===== src/rtl/sap_pkg.sv =====
// Shared SAP-1 package: default widths, RAM depth and the RAM loader state type.
package sap_pkg;

  localparam int ADDR_W    = 4;
  localparam int DATA_W    = 8;
  localparam int RAM_DEPTH = 2 ** ADDR_W;

  typedef enum logic [1:0] {
    IDLE = 2'd0,
    LOAD = 2'd1,
    DONE = 2'd2
  } ram_state_t;

endpackage


===== src/rtl/sap_ram_if.sv =====
// Bus between the SAP-1 controller/loader (master) and sap_ram (slave):
// byte-serial loader handshake plus the MAR-addressed read path.
interface sap_ram_if #(
  parameter int ADDR_W = sap_pkg::ADDR_W,
  parameter int DATA_W = sap_pkg::DATA_W
);

  logic              prog_mode;
  logic              prog_valid;
  logic [DATA_W-1:0] prog_data;
  logic              prog_ready;
  logic              prog_done;
  logic [ADDR_W-1:0] marAddress;
  logic              CEram;
  logic [DATA_W-1:0] dataOut;
  logic              dataValid;

  modport master (
    output prog_mode, prog_valid, prog_data, marAddress, CEram,
    input  prog_ready, prog_done, dataOut, dataValid
  );

  modport slave (
    input  prog_mode, prog_valid, prog_data, marAddress, CEram,
    output prog_ready, prog_done, dataOut, dataValid
  );

endinterface


===== src/rtl/sap_ram_loader.sv =====
// Loader FSM for sap_ram: walks IDLE -> LOAD -> DONE, accepts one byte per
// cycle in address order and emits write strobes into the storage array.
// SAP_RAM_CHECKSUM_EN adds a modulo-2^DATA_W sum of the accepted bytes.
module sap_ram_loader #(
  parameter int ADDR_W = sap_pkg::ADDR_W,
  parameter int DATA_W = sap_pkg::DATA_W
) (
  input  logic              clk,
  input  logic              rst_n,
  input  logic              prog_mode,
  input  logic              prog_valid,
  input  logic [DATA_W-1:0] prog_data,
  output logic              prog_ready,
  output logic              prog_done,
  output logic              run_mode,
  output logic              wr_en,
  output logic [ADDR_W-1:0] wr_addr,
  output logic [DATA_W-1:0] wr_data
`ifdef SAP_RAM_CHECKSUM_EN
  ,
  output logic [DATA_W-1:0] prog_checksum
`endif
);
  import sap_pkg::*;

  localparam logic [ADDR_W-1:0] LAST = ADDR_W'((2 ** ADDR_W) - 1);

  ram_state_t        state_q, state_d;
  logic [ADDR_W-1:0] cnt_q, cnt_d;
`ifdef SAP_RAM_CHECKSUM_EN
  logic [DATA_W-1:0] cks_q, cks_d;
`endif

  // Handshake outputs are pure functions of the registered state.
  assign prog_ready = (state_q == LOAD);
  assign prog_done  = (state_q == DONE);
  assign run_mode   = (state_q == IDLE);
  assign wr_addr    = cnt_q;
  assign wr_data    = prog_data;
`ifdef SAP_RAM_CHECKSUM_EN
  assign prog_checksum = cks_q;
`endif

  // Next state: a beat is any prog_valid while in LOAD; dropping prog_mode
  // aborts even on the 16th beat (beat still written, DONE is skipped).
  always_comb begin
    state_d = state_q;
    cnt_d   = cnt_q;
    wr_en   = 1'b0;
`ifdef SAP_RAM_CHECKSUM_EN
    cks_d   = cks_q;
`endif
    case (state_q)
      IDLE: begin
        if (prog_mode) begin
          state_d = LOAD;
          cnt_d   = '0;
`ifdef SAP_RAM_CHECKSUM_EN
          cks_d   = '0;
`endif
        end
      end
      LOAD: begin
        if (prog_valid) begin
          wr_en = 1'b1;
          cnt_d = cnt_q + 1'b1;
`ifdef SAP_RAM_CHECKSUM_EN
          cks_d = cks_q + prog_data;
`endif
        end
        if (!prog_mode)                       state_d = IDLE;
        else if (prog_valid && cnt_q == LAST) state_d = DONE;
      end
      DONE: begin
        if (!prog_mode) state_d = IDLE;
      end
      default: state_d = IDLE;
    endcase
  end

  // State, counter and checksum registers.
  always_ff @(posedge clk or negedge rst_n) begin
    if (!rst_n) begin
      state_q <= IDLE;
      cnt_q   <= '0;
`ifdef SAP_RAM_CHECKSUM_EN
      cks_q   <= '0;
`endif
    end else begin
      state_q <= state_d;
      cnt_q   <= cnt_d;
`ifdef SAP_RAM_CHECKSUM_EN
      cks_q   <= cks_d;
`endif
    end
  end

endmodule


===== src/rtl/sap_ram.sv =====
// SAP-1 program/data RAM: 2**ADDR_W x DATA_W storage, written only by the
// byte-serial loader, read with one-cycle latency in run mode via the MAR.
// SAP_RAM_CHECKSUM_EN exposes the loader checksum on prog_checksum.
module sap_ram #(
  parameter int ADDR_W = sap_pkg::ADDR_W,
  parameter int DATA_W = sap_pkg::DATA_W
) (
  input  logic              clk,
  input  logic              rst_n,
  sap_ram_if.slave          bus
`ifdef SAP_RAM_CHECKSUM_EN
  ,
  output logic [DATA_W-1:0] prog_checksum
`endif
);
  import sap_pkg::*;

  localparam int DEPTH = 2 ** ADDR_W;

  logic [DEPTH-1:0][DATA_W-1:0] mem_q;
  logic [DATA_W-1:0]            dout_q, dout_d;
  logic                         dval_q, dval_d;
  logic                         run_mode, wr_en;
  logic [ADDR_W-1:0]            wr_addr;
  logic [DATA_W-1:0]            wr_data;
  logic                         prog_ready, prog_done;

  sap_ram_loader #(.ADDR_W(ADDR_W), .DATA_W(DATA_W)) u_loader (
    .clk        (clk),
    .rst_n      (rst_n),
    .prog_mode  (bus.prog_mode),
    .prog_valid (bus.prog_valid),
    .prog_data  (bus.prog_data),
    .prog_ready (prog_ready),
    .prog_done  (prog_done),
    .run_mode   (run_mode),
    .wr_en      (wr_en),
    .wr_addr    (wr_addr),
    .wr_data    (wr_data)
`ifdef SAP_RAM_CHECKSUM_EN
    ,
    .prog_checksum (prog_checksum)
`endif
  );

  assign bus.prog_ready = prog_ready;
  assign bus.prog_done  = prog_done;
  assign bus.dataOut    = dout_q;
  assign bus.dataValid  = dval_q;

  // Storage: cleared by reset, written only by loader beats.
  always_ff @(posedge clk or negedge rst_n) begin
    if (!rst_n)     mem_q <= '0;
    else if (wr_en) mem_q[wr_addr] <= wr_data;
  end

  // Read port: only honoured in run mode; otherwise dataOut holds.
  always_comb begin
    dout_d = dout_q;
    dval_d = 1'b0;
    if (run_mode && bus.CEram) begin
      dout_d = mem_q[bus.marAddress];
      dval_d = 1'b1;
    end
  end

  // Registered read data and valid flag.
  always_ff @(posedge clk or negedge rst_n) begin
    if (!rst_n) begin
      dout_q <= '0;
      dval_q <= 1'b0;
    end else begin
      dout_q <= dout_d;
      dval_q <= dval_d;
    end
  end

endmodule


===== src/flat_wrapper.sv =====
// flat-port wrapper written by rule: the top's interface ports become plain ports
module sap_ram_flat import sap_pkg::*;
#(
  parameter int ADDR_W = sap_pkg::ADDR_W,
  parameter int DATA_W = sap_pkg::DATA_W
)
  (clk, rst_n, bus_prog_mode, bus_prog_valid, bus_prog_data, bus_marAddress, bus_CEram, bus_prog_ready, bus_prog_done, bus_dataOut, bus_dataValid);
  sap_ram_if #(.ADDR_W(ADDR_W), .DATA_W(DATA_W)) bus_i ();
  input  logic clk;
  input  logic rst_n;
  input wire logic [$bits(bus_i.prog_mode)-1:0] bus_prog_mode;
  input wire logic [$bits(bus_i.prog_valid)-1:0] bus_prog_valid;
  input wire logic [$bits(bus_i.prog_data)-1:0] bus_prog_data;
  input wire logic [$bits(bus_i.marAddress)-1:0] bus_marAddress;
  input wire logic [$bits(bus_i.CEram)-1:0] bus_CEram;
  output wire logic [$bits(bus_i.prog_ready)-1:0] bus_prog_ready;
  output wire logic [$bits(bus_i.prog_done)-1:0] bus_prog_done;
  output wire logic [$bits(bus_i.dataOut)-1:0] bus_dataOut;
  output wire logic [$bits(bus_i.dataValid)-1:0] bus_dataValid;
  assign bus_i.prog_mode = bus_prog_mode;
  assign bus_i.prog_valid = bus_prog_valid;
  assign bus_i.prog_data = bus_prog_data;
  assign bus_i.marAddress = bus_marAddress;
  assign bus_i.CEram = bus_CEram;
  assign bus_prog_ready = bus_i.prog_ready;
  assign bus_prog_done = bus_i.prog_done;
  assign bus_dataOut = bus_i.dataOut;
  assign bus_dataValid = bus_i.dataValid;
  sap_ram #(.ADDR_W(ADDR_W), .DATA_W(DATA_W)) u_core (.clk(clk), .rst_n(rst_n), .bus(bus_i));
endmodule

===== config.mk =====
export PLATFORM = sky130hd
export DESIGN_NAME = sap_ram_flat
export DESIGN_NICKNAME = d
export VERILOG_FILES = /design/src/rtl/sap_pkg.sv /design/src/rtl/sap_ram_if.sv /design/src/rtl/sap_ram_loader.sv /design/src/rtl/sap_ram.sv /design/src/flat_wrapper.sv
export SDC_FILE = /design/constraint.sdc
export NUM_CORES = 1
export LEC_CHECK = 0
export BUFFER_PORTS_ARGS = -buffer_cell sky130_fd_sc_hd__buf_2
export CORE_MARGIN = 1
export CORE_UTILIZATION = 60
export DETAILED_ROUTE_END_ITERATION = 8
export PLACE_DENSITY_LB_ADDON = 0.25
export SYNTH_ARGS = -nofsm -noshare
export SYNTH_HDL_FRONTEND = slang
export SYNTH_HIERARCHICAL = 1
export SYNTH_SLANG_ARGS = --single-unit

===== constraint.sdc =====
create_clock -name clk -period 2.8 [get_ports clk]
set_input_delay 0.14 -clock clk [delete_from_list [all_inputs] [get_ports clk]]
set_output_delay 0.14 -clock clk [all_outputs]
set_load 0.005 [all_outputs]

Word-level counts from Yosys, hierarchy flattened. Cells that the tools add are included. Widths: inputs -> output; s select.

Equality and inequality tests: 7. Reduce and logical (&&, ||, !) cells: 7. Muxes and demuxes: 16. Add/subtract/negate cells: 1. Order comparisons: 3.

Operator list (count): $bwmux 128 (1); $bmux 8 s4 (1); $demux 8 s4 (1); $mux 8 (2); $lt 4x5->1 const B (2); $mux 2 (4); $mux 4 (2); $pmux 4 s2 (1); $ne 2x2->1 const B (3); $pmux 2 s3 (1); $reduce_and 3->1 (2); $add 4x1->4 const B (1); $eq 4x4->1 const B (1); $ge 4x1->1 const B (1); $logic_and 1x1->1 (3); $mux 1 (3); $ne 3x2->1 const B (1); $eq 2x1->1 const B (1); $eq 2x2->1 const B (1); $logic_not 2->1 (1); $reduce_bool 2->1 (1).

Output and inout bits: 11. Input port bits: 17. Flip-flop bits (word level): 143. Logic and storage cells: 54.

Logic depth before layout (Yosys ltp). Gate-level depths: netlist (run 1).

Depth in word-level cells: 5. Gate-level depth with buffers: 6.

Hierarchy. Netlist (run 1), hierarchy kept.

By module, submodules not included: sap_ram (instances 1, cells each 464, area each 6332.3 um^2, sequential area each 3428.3 um^2); sap_ram_loader (instances 1, cells each 37, area each 375.4 um^2, sequential area each 150.1 um^2).

Least setup slack after synthesis (run 1). No wires, ideal clock.

Path type: flip-flop to flip-flop. Start point: reg u_core.u_loader.state_q[1]. End point: reg u_core/mem_q[64] in the netlist's numbering. Arrival: 1848 ps. Library setup time: 125 ps. Path slack: 827 ps. Cell stages (with the launch flop): 7. Clock period less this slack: 1973 ps. Cell sequence: dfrtp_1 -> nand3b_2 -> inv_1 -> nor2b_1 -> nand2_1 -> nor3_2 -> mux2_2.

Word-level cells in the longest chain between the ends: 2.

Ends and longest elaborated chain: from (decl) (line sap_ram_loader.sv:28) `ram_state_t state_q, state_d;`; from (signal assigned) (line sap_ram_loader.sv:90) `state_q <= state_d;`; $eq 2x1->1 (line sap_ram_loader.sv:53) `case (state_q)`; $mux 1 (line sap_ram_loader.sv:53); via u_core.wr_en (line sap_ram.sv:23) `logic run_mode, wr_en;`; to (signal, indexed assignment) (line sap_ram.sv:54) `else if (wr_en) mem_q[wr_addr] <= wr_data;`; to (decl) (line sap_ram.sv:20) `logic [DEPTH-1:0][DATA_W-1:0] mem_q;`.

The timed path passes the listed nets, and every way through them passes these cells. A chain may end at the register's enable or synchronous reset.

Final worst setup path (run 1).
Start point: reg u_core.u_loader.state_q[1]. End point: reg u_core/mem_q[114] in the netlist's numbering.

Same word-level chain as after synthesis.

==> results of run 1 <==
==> cell type report <==
type,instances,area [sq um]
clock buffers,22,452.9
fillers,757,3361
clock inverters,10,136.4
well taps,140,175.2
flip-flops and latches,143,3578
repair buffers,40,261.5
multi-input cells,318,2908
inverters,4,15.01
==> layer usage <==
layer  wire length [microns]  share of wire, %  vias up  track usage (%)
li1                        -                 -     1848                -
met1                    6522                45     2093            37.34
met2                    6823                47       98            42.03
met3                     647               4.5       22            6.295
met4                     416               2.9        0            13.11
met5                       0                 0        -                0
==> per-stage QoR <==
stage                     hold WS (ns)  instance area, sq um  worst slack (ns)
after floorplan                -0.1556                  6708            0.8270
after global placement          0.1635                  6908            0.5897
after detailed placement        0.1661                  6908            0.5368
after CTS                      0.05320                  7527            0.4692
after global routing           0.09172                  7527            0.3038
final                          0.06776                  7527            0.4723
==> worst max path at each step <==
stage,cells after the start,slack [ns],startpoint,to
after global placement,5,0.59,u_core/u_loader/state_q[1],u_core/mem_q[28]
after global routing,6,0.30,u_core/u_loader/state_q[1],u_core/mem_q[114]
after detailed placement,5,0.54,u_core/u_loader/state_q[1],u_core/mem_q[27]
after floorplan,6,0.83,u_core/u_loader/state_q[1],u_core/mem_q[64]
after CTS,5,0.47,u_core/u_loader/state_q[1],u_core/mem_q[108]
final,6,0.47,u_core/u_loader/state_q[1],u_core/mem_q[114]
==> critical path, delay by kind of cell (launching register included) <==
family / cells / cell delay (ns)
DFF: 1 / 0.43
buffers and inverters: 1 / 0.19
and+or+nand+nor: 4 / 1.17
muxes: 1 / 0.39
==> power groups by stage <==
stage | Combinational, mW | Clock (mW) | Sequential (mW)
2_1_floorplan | 0.598 | 0 | 2.56
3_3_place_gp | 0.743 | 0 | 2.60
4_1_cts | 0.782 | 2.28 | 2.60
6_report | 0.777 | 2.24 | 2.60
3_5_place_dp | 0.772 | 0 | 2.63
5_1_grt | 0.846 | 2.37 | 2.64
==> repair_timing <==
action | in CTS | in global routing
hold buffers | 3 | 0
endpoints found under the hold margin | 65 | 0
buffers inserted | 0 | 0
==> synthesized netlist by cell type, types with 6 or more instances <==
cell type / instances / share of area [%]
nor2_2: 6 / 0.56
dfrtp_1: 143 / 53
buf_2: 9 / 0.67
nor2b_1: 6 / 0.56
nor3_2: 6 / 0.90
mux2_2: 120 / 20
buf_4: 8 / 0.90
nand2_1: 25 / 1.4
mux2_4: 8 / 1.8
mux2i_1: 64 / 9.6
a22oi_1: 24 / 2.7
clkbuf_1: 15 / 0.84
nand3_1: 26 / 1.9
==> kinds of logic after synthesis <==
kind of cell               after synthesis
AOI/OAI and AO/OA                       34
muxes                                  192
and+or+nand+nor                         90
DFF                                    143
xor gates and xnor gates                 1
buffers and inverters                   40
adders and majority gates                1
==> registers in the layout, indices dropped and copies added (netlist names) <==
register,count
u_core/bus.dataOut,8
u_core/u_loader/state_q,2
u_core/bus.dataValid,1
u_core/mem_q,128
u_core/u_loader/wr_addr,4
==> key figures, run 1 <==
CTS
  – Bufs on Longest Clock Path: 2
  – Clk pin slew, worst setup/hold paths: approximately 0.06 ns
  – Num CTS Buffers: 17
  – Post-CTS sizing: 0
  – CTS root buffer: clkbuf_8
  – CTS sink count: 143
  – CTS H-tree depth: 4
  – Clk Latency, worst-skew pair: ~0.54 ns
  – TritonCTS clock tree: built

Critical path
  – Maximum net fanout on the critical path: 8
  – Setup Crit Path Kind: register to register
  – WP data required: around 3.2 ns
  – Reg2reg start: u_core/u_loader/state_q[1]
  – Flop2flop setup slack: 0.47 ns
  – Reg2reg path depth: 6
  – Critical path capture point type: register
  – Worst path max stage delay: 0.45 ns
  – Crit-path cells: nand3b_2, inv_1, nor2b_1, nand2_1, nor2_2, mux2_2
  – Critical path launch point type: register
  – WP data arrival: approximately 2.7 ns
  – Critical R2R Capture: u_core/mem_q[114]
  – CP max stage cell: nor2_2

Yosys
  – Adder-cell share of the synthesized area: less than 1%
  – Synthesis-stage register bit count: about 140
  – Async SR Flop Fraction: 100.0%
  – Main combinational cell family by area after synthesis: multiplexers
  – Synth warn: 6
  – Library cells used by synthesis: 35
  – Post-Syn Area: roughly 6700 sq um
  – Post-synth EDFFs: 0
  – Post-synthesis mux area share: approximately a third
  – Dominant synthesized flop cell: dfrtp_1
  – Synth Area in Compound Gates: about 3.7%
  – Syn Nets: approximately 520
  – Gate Count Post-Synth: between 500 and 600
  – Simple-Gate Fraction of Synth Area: 7.797%
  – Post-Synth XOR/XNOR Area: less than 1%
  – Mean post-synth cell area: around 13 sq um
  – Sequential share of the synthesized area: 53.35%

Drt
  – Average wire per standard cell: approximately 21 microns
  – Initial DRC Count: 196
  – Total Wirelength: ~14000 microns
  – # DRC: 0
  – Routed Antenna Nets: 0
  – Vias: about 4100
  – Vias per cell: between 5 and 6
  – Drt pass-1 iters: 5

Layout
  – P&R area growth vs syn: 12.22%
  – Commonest non-fill, non-tap cells in the layout: dfrtp_1, mux2_2, mux2i_1, nand3_1
  – Leading cell type in the layout, fill and taps excluded: dfrtp_1
  – Ratio of cells with drive above 1 in the final layout: between 30% and 40%
  – Filler-free cell count of the finished design: a little under 700
  – Final Util: between 60% and 70%
  – Final #Nets: approximately 540
  – Antenna cells: 0

Pwr
  – Static leakage: 3.705 nW
  – Sequential power share: 46.2%
  – Max VDD drop: just under 0.6 mV
  – Psw: approximately 1.4 mW
  – Switching share of power: approximately 25%
  – Int Pwr: between 4 and 5 mW
  – Pwr Total: between 5 and 6 mW
  – Gate power share: roughly 14%
  – Clock share of power: between 40% and 50%
  – P per Cell Area: approximately 750 nW/um^2

Floorplan
  – Std cell rows: 38
  – Initial Utilization: about three fifths
  – Die area: approximately 12000 sq um
  – Ports: 28
  – Core Box Area: between 10000 and 15000 sq um
  – DIE WIDTH: ~110 microns
  – Chip height: about 110 microns

GRT
  – First-pass GRT wire length: 23200 microns
  – All-Layer GR Usage: between 20% and 30%
  – Number of global-route vias before repair: 4231
  – Overflow after GRT: 0
  – Pin count of the biggest net entering global routing: between 60 and 70
  – Antenna violations before repair: 0

STA
  – Min Tclk post-route: approximately 2.3 ns
  – Final Skew: just under 0.02 ns
  – Rel. slew slack: between 50 and 60%
  – Setup TNS: 0 ns
  – Pins Over Slew Limit: 0
  – Final worst-path cycle share: between 80 and 90%
  – Setup violations, final: 0
  – Final Hold Fails: 0
  – FMAX: between 400 and 500 MHz
  – Slew @ Worst Pin: 0.7285 ns
  – Unrepaired setup endpoints after global routing: false

Placement
  – Final GP Congestion: slightly above 0.8
  – Port Buf Inserts: 27
  – Dpl hpwl: a little over 9000 microns
  – Dpl cells: about 640

Min path
  – Min-Delay Startpoint: bus_marAddress[3]
  – HP Class: input pin to register
  – Worst Hold Endpoint: u_core/bus.dataOut[7]
  – Hold path depth: 4

Status
  – Outcome: finished, final reports clean

Run
  – Max cap viols: 0
No activity file was read; power rests on OpenSTA's default activity.
==> inputs of run 2 (changes only) <==
Clock period 2.8 ns to 2.4 ns, I/O delays scaled along.
==> run 2 against run 1 <==
Net effect: sequential power increased by 17%; via count up 1.6%; non-clock buffer count is 6 higher; global-route usage is 1.0 points higher; hold slack gained 0.024 ns; largest power group is now the clock network.
==> key figures, run 2 (synthesized netlist as in run 1, its figures left out) <==
Critical path
  – Critical path capture point type: register
  – Reg2reg start: u_core/u_loader/state_q[1]
  – CP max stage cell: dfrtp_1
  – WP data arrival: 2.67 ns
  – Reg2reg path depth: 6
  – Largest delay contributor family on the critical path: simple AND/OR/NAND/NOR gates
  – Setup Crit Path Kind: register to register
  – WP data required: between 2 and 3 ns
  – Critical path launch point type: register
  – WP depth: 6
  – Bufs and invs on worst path: 1
  – Worst path max stage delay: approximately 0.43 ns
  – Maximum net fanout on the critical path: 8
  – Flop2flop setup slack: roughly 0.14 ns
  – Crit path from: u_core/u_loader/state_q[1]
  – Critical R2R Capture: u_core/mem_q[54]
  – Worst setup endpoint: u_core/mem_q[54]
  – Crit-path cells: nand3b_2, inv_1, nor2b_1, nand2_1, nor2_2, mux2_2

GRT
  – Pin count of the biggest net entering global routing: between 60 and 70
  – Number of global-route vias before repair: 4344
  – First-pass GRT wire length: 23830 microns
  – Antenna violations before repair: 0
  – All-Layer GR Usage: 28.55%
  – Overflow after GRT: 0

Pwr
  – Gate power share: a little over an eighth
  – Clock share of power: roughly 44%
  – Max VDD drop: 0.6617 mV
  – Static leakage: approximately 3.8 nW
  – Int Pwr: 5.434 mW
  – Psw: between 1.5 and 2 mW
  – Switching share of power: between 20% and 30%
  – Sequential power share: a little over two fifths
  – P per Cell Area: slightly above 900 nW/um^2

Floorplan
  – Std cell rows: 38
  – Ports: 28
  – DIE WIDTH: approximately 110 microns
  – Initial Utilization: between 60 and 70%
  – Die area: about 12000 sq um
  – Core Box Area: 10890 sq um
  – Chip height: 107.7 microns

STA
  – Pins Over Slew Limit: 0
  – Final Hold Fails: 0
  – Min Tclk post-route: around 2.3 ns
  – Unrepaired setup endpoints after global routing: false
  – Final worst-path cycle share: 94.14%
  – Slew @ Worst Pin: roughly 0.7 ns
  – Setup violations, final: 0
  – Hold Slack: 0.09220 ns
  – Post-route setup slack: 0.1408 ns
  – Final Skew: 0.004934 ns
  – Setup TNS: 0 ns
  – Rel. slew slack: between 50 and 60%
  – FMAX: approximately 440 MHz

CTS
  – Post-CTS Setup Bufs: 0
  – CTS root buffer: clkbuf_8
  – Clk pin slew, worst setup/hold paths: roughly 0.060 ns
  – CTS H-tree depth: 4
  – TritonCTS clock tree: built
  – Bufs on Longest Clock Path: 2
  – Clk Latency, worst-skew pair: ~0.53 ns
  – CTS sink count: around 140
  – Num CTS Buffers: 17

Layout
  – Max reg flops: 128
  – Leading cell type in the layout, fill and taps excluded: dfrtp_1
  – Top reg by flops: u_core/mem_q
  – Antenna cells: 0
  – Storage element area: around 3600 sq um
  – Final Util: between 70% and 80%
  – Fillers: about 760
  – Multi-input logic area: between 2000 and 3000 sq um
  – Final #Nets: between 500 and 600
  – Ratio of cells with drive above 1 in the final layout: approximately two fifths
  – Commonest non-fill, non-tap cells in the layout: dfrtp_1, mux2_2, mux2i_1, nand3_1
  – Filler-free cell count of the finished design: between 600 and 700
  – P&R area growth vs syn: 15.20%

Placement
  – Dpl hpwl: approximately 9400 microns
  – Final GP Congestion: 0.8046
  – Port Buf Inserts: 27
  – Post-placement setup slack: about 0.18 ns
  – Dpl cells: about 650

Min path
  – Min-Delay Startpoint: bus_marAddress[3]
  – HP Class: input pin to register

Drt
  – Vias per cell: roughly 6.0
  – Average wire per standard cell: about 22 microns
  – Drt pass-1 iters: 4
  – Vias: slightly above 4000
  – Routed Antenna Nets: 0
  – Initial DRC Count: approximately 210
  – Total Wirelength: roughly 15000 microns
  – # DRC: 0

Status
  – Outcome: finished, final reports clean

Run
  – Max cap viols: 0
==> run 2: changes by cell type in the layout (fill, tap and decap cells not counted) <==
cell        previous run  this run
buf_12                 1         3
nor2_2                 6         5
clkbuf_8               3         2
clkinv_2               3         0
nor2_4                 0         1
buf_4                 10        14
bufinv_16              3         8
clkinvlp_4             3         5
clkbuf_1               3         0
==> run 2: area by class of cell <==
type                       count  area share, %
sequential                   143          46.31
timing repair buffer          46          4.291
tap                          140          2.267
clock buffer                  18          5.538
clock inverter                14          3.708
multi-input combinational    318          37.69
inverter                       4         0.1943
==> run 2: metal layers <==
metal  vias up  wire length [microns]  GRT usage [%]
met5         -                      0              0
met4         0                    397          12.23
met3        28                    731          6.416
met2       106                   7299          44.69
met1      2126                   6381          38.36
li1       1864                      -              -
==> run 2: what timing repair did <==
item,4_1_cts,5_1_grt
hold buffers,3,0
endpoints found under the setup margin,0,8
endpoints found under the hold margin,69,0
resized for setup,0,1
==> run 2: power groups by stage <==
stage / Sequential [mW] / Combinational (mW) / Clock [mW]
after floorplan: 2.99 / 0.698 / 0
after global placement: 3.04 / 0.879 / 0
after detailed placement: 3.06 / 0.919 / 0
after CTS: 3.04 / 0.942 / 3.18
after global routing: 3.08 / 1.02 / 3.28
final: 3.04 / 0.935 / 3.14
==> run 2: through the flow <==
| step | area [sq um] | power, mW |
|---|---|---|
| CTS | 7722 | 7.159 |
| finish | 7727 | 7.109 |
| global route | 7727 | 7.381 |
| global placement | 6978 | 3.916 |
| floorplan | 6708 | 3.684 |
| detailed placement | 6978 | 3.984 |
==> run 2: worst min path at each step <==
stage                                        to  cells after the start  slack [ns]
after floorplan           u_core/bus.dataOut[0]                      0       -0.18
after global placement          u_core/mem_q[2]                      1        0.15
after detailed placement        u_core/mem_q[2]                      1        0.15
after CTS                 u_core/bus.dataOut[0]                      5        0.07
after global routing      u_core/bus.dataOut[2]                      5        0.10
final                     u_core/bus.dataOut[2]                      5        0.09
==> run 2: worst reg2reg max path, stage by stage (launching register included) <==
cell and delay (ns):
dfrtp_1 0.43, nand3b_2 0.33, inv_1 0.18, nor2b_1 0.23
nand2_1 0.16, nor2_2 0.40, mux2_2 0.40
==> inputs of run 3 (changes only) <==
==> constraint.sdc (replaced) <==
create_clock -name clk -period 2.4 [get_ports clk]
set_input_delay 0.24 -clock clk [delete_from_list [all_inputs] [get_ports clk]]
set_output_delay 0.24 -clock clk [all_outputs]
set_load 0.005 [all_outputs]
==> run 3 against run 2 <==
Net effect: first-iteration DRC count increased by 97%; sequential share of layout area increased by 0.93 points; clock skew increased by 0.0013 ns; hold slack improved by 0.091 ns; non-clock buffer count unchanged; cell area decreased by 2.0%; die area unchanged; register-to-register slack improved by 0.06 ns; clock power decreased by 18%.
==> key figures, run 3 (synthesized netlist as in run 1, its figures left out) <==
Status
  – Outcome: finished, final reports clean

Floorplan
  – Std cell rows: 38
  – Core Box Area: ~11000 sq um
  – Initial Utilization: between 60% and 70%
  – Chip height: 107.7 microns
  – Die area: 11610 sq um
  – Ports: 28
  – DIE WIDTH: about 110 microns

Placement
  – Dpl hpwl: about 9500 microns
  – Port Buf Inserts: 27
  – Dpl cells: roughly 650
  – Post-placement setup slack: about 0.24 ns
  – Final GP Congestion: between 0.8 and 0.9

Pwr
  – Gate power share: approximately 14%
  – Static leakage: ~3.7 nW
  – Switching share of power: between 20% and 30%
  – Psw: approximately 1.6 mW
  – Sequential power share: 46.5%
  – Clock share of power: between 30% and 40%
  – Pwr Total: 6.547 mW
  – P per Cell Area: roughly 860 nW/um^2
  – Max VDD drop: about 0.64 mV
  – Int Pwr: 4.941 mW

Layout
  – P&R area growth vs syn: 12.93%
  – Antenna cells: 0
  – Max reg flops: about 130
  – Filler-free cell count of the finished design: roughly 680
  – Fillers: approximately 800
  – Commonest non-fill, non-tap cells in the layout: dfrtp_1, mux2_2, mux2i_1, nand3_1
  – Final Util: 69.57%
  – Final #Nets: 548
  – Top reg by flops: u_core/mem_q
  – Leading cell type in the layout, fill and taps excluded: dfrtp_1
  – Ratio of cells with drive above 1 in the final layout: approximately two fifths

STA
  – Final Hold Fails: 0
  – Post-route setup slack: slightly above 0.2 ns
  – Setup violations, final: 0
  – Rel. slew slack: 55.60%
  – Pins Over Slew Limit: 0
  – Final Skew: just over 0.006 ns
  – Slew @ Worst Pin: roughly 0.67 ns
  – FMAX: 455.6 MHz
  – Final worst-path cycle share: between 90 and 100%
  – Unrepaired setup endpoints after global routing: false
  – Setup TNS: 0 ns
  – Min Tclk post-route: roughly 2.2 ns

Drt
  – Vias: between 4000 and 5000
  – Metal1 wirelength: 6529 microns
  – Met3 Wirelength: about 670 microns
  – Total Wirelength: 14770 microns
  – Initial DRC Count: 407
  – Routed Antenna Nets: 0
  – # DRC: 0
  – Highest Signal Layer: met4
  – Metal2 WL: between 7000 and 8000 microns
  – Vias per cell: about 6.2
  – Average wire per standard cell: ~22 microns
  – Drt pass-1 iters: 5

Critical path
  – Maximum net fanout on the critical path: 8
  – CP max stage cell: dfrtp_1
  – Critical path launch point type: register
  – Critical path capture point type: register
  – Setup Crit Path Kind: register to register
  – Bufs and invs on worst path: 1
  – Largest delay contributor family on the critical path: simple AND/OR/NAND/NOR gates
  – WP data arrival: 2.62 ns
  – Crit-path cells: nand3b_2, inv_1, nor2b_1, nand2_1, nor2_2, mux2_2
  – WP data required: 2.82 ns
  – Worst path max stage delay: about 0.43 ns

CTS
  – TritonCTS clock tree: built
  – CTS root buffer: clkbuf_8
  – CTS H-tree depth: 4
  – Clk pin slew, worst setup/hold paths: 0.06 ns
  – Bufs on Longest Clock Path: 2
  – Clk Latency, worst-skew pair: roughly 0.54 ns
  – Num CTS Buffers: 17
  – Post-CTS sizing: 0
  – CTS sink count: ~140

Run
  – Max cap viols: 0

Min path
  – HP Class: input pin to asynchronous set/reset pin

GRT
  – Pin count of the biggest net entering global routing: 58
  – All-Layer GR Usage: ~29%
  – Antenna violations before repair: 0
  – First-pass GRT wire length: about 24000 microns
  – Number of global-route vias before repair: about 4300
  – Overflow after GRT: 0
## run 3: cell count changes in the layout (fill, tap and decap cells not counted), moves of 2 or more
cell | before | now
bufinv_16 | 8 | 3
clkinvlp_4 | 5 | 0
clkinv_2 | 0 | 4
clkbuf_1 | 0 | 3
clkbuf_8 | 2 | 4
## run 3: per-stage QoR
step | hold WS [ns] | cell area, sq um
after floorplan | -0.05559 | 6708
after global placement | 0.1778 | 6958
after detailed placement | 0.1825 | 6958
after CTS | 0.1566 | 7575
after global routing | 0.1843 | 7575
final | 0.1832 | 7575
## run 3: power groups by stage
stage / sequential, mW / clock (mW) / combinational, mW
floorplan: 2.99 / 0 / 0.698
global placement: 3.04 / 0 / 0.862
detailed placement: 3.07 / 0 / 0.902
CTS: 3.04 / 2.63 / 0.916
global route: 3.08 / 2.74 / 0.997
finish: 3.04 / 2.59 / 0.910
## run 3: per-layer routing
layer  track usage [%]  vias to the layer above
met2             42.81                      126
met3             6.961                       31
met5                 0                        -
met4             14.38                        0
li1                  -                     1863
met1             38.78                     2181
## run 3: final cells by class
type,count,area [sq um],area share (%)
repair buffers,46,321.6,4.245
clock buffers,23,466.7,6.161
well taps,140,175.2,2.313
inverters,4,15.01,0.1982
multi-input cells,318,2908,38.39
flip-flops and latches,143,3578,47.24
clock inverters,7,110.1,1.454
## run 3: worst paths after layout
kind / start / to / slack [ns] / cells past startpoint
max: u_core/u_loader/state_q[1] / u_core/mem_q[87] / 0.21 / 6
min: rst_n / u_core/mem_q[0] / 0.18 / 2
max reg2reg: u_core/u_loader/state_q[1] / u_core/mem_q[87] / 0.21 / 6
min reg2reg: u_core/bus.dataOut[0] / u_core/bus.dataOut[0] / 0.47 / 2
max in group asynchronous: rst_n / u_core/mem_q[78] / 1.53 / 3
min in group clk: bus_marAddress[3] / u_core/bus.dataOut[3] / 0.20 / 4
## run 3: repair_timing
item                                    4_1_cts  5_1_grt
hold buffers                                  4        0
hold endpoints to repair                     42        0
setup buffers                                 0        0
endpoints found under the setup margin        0        0
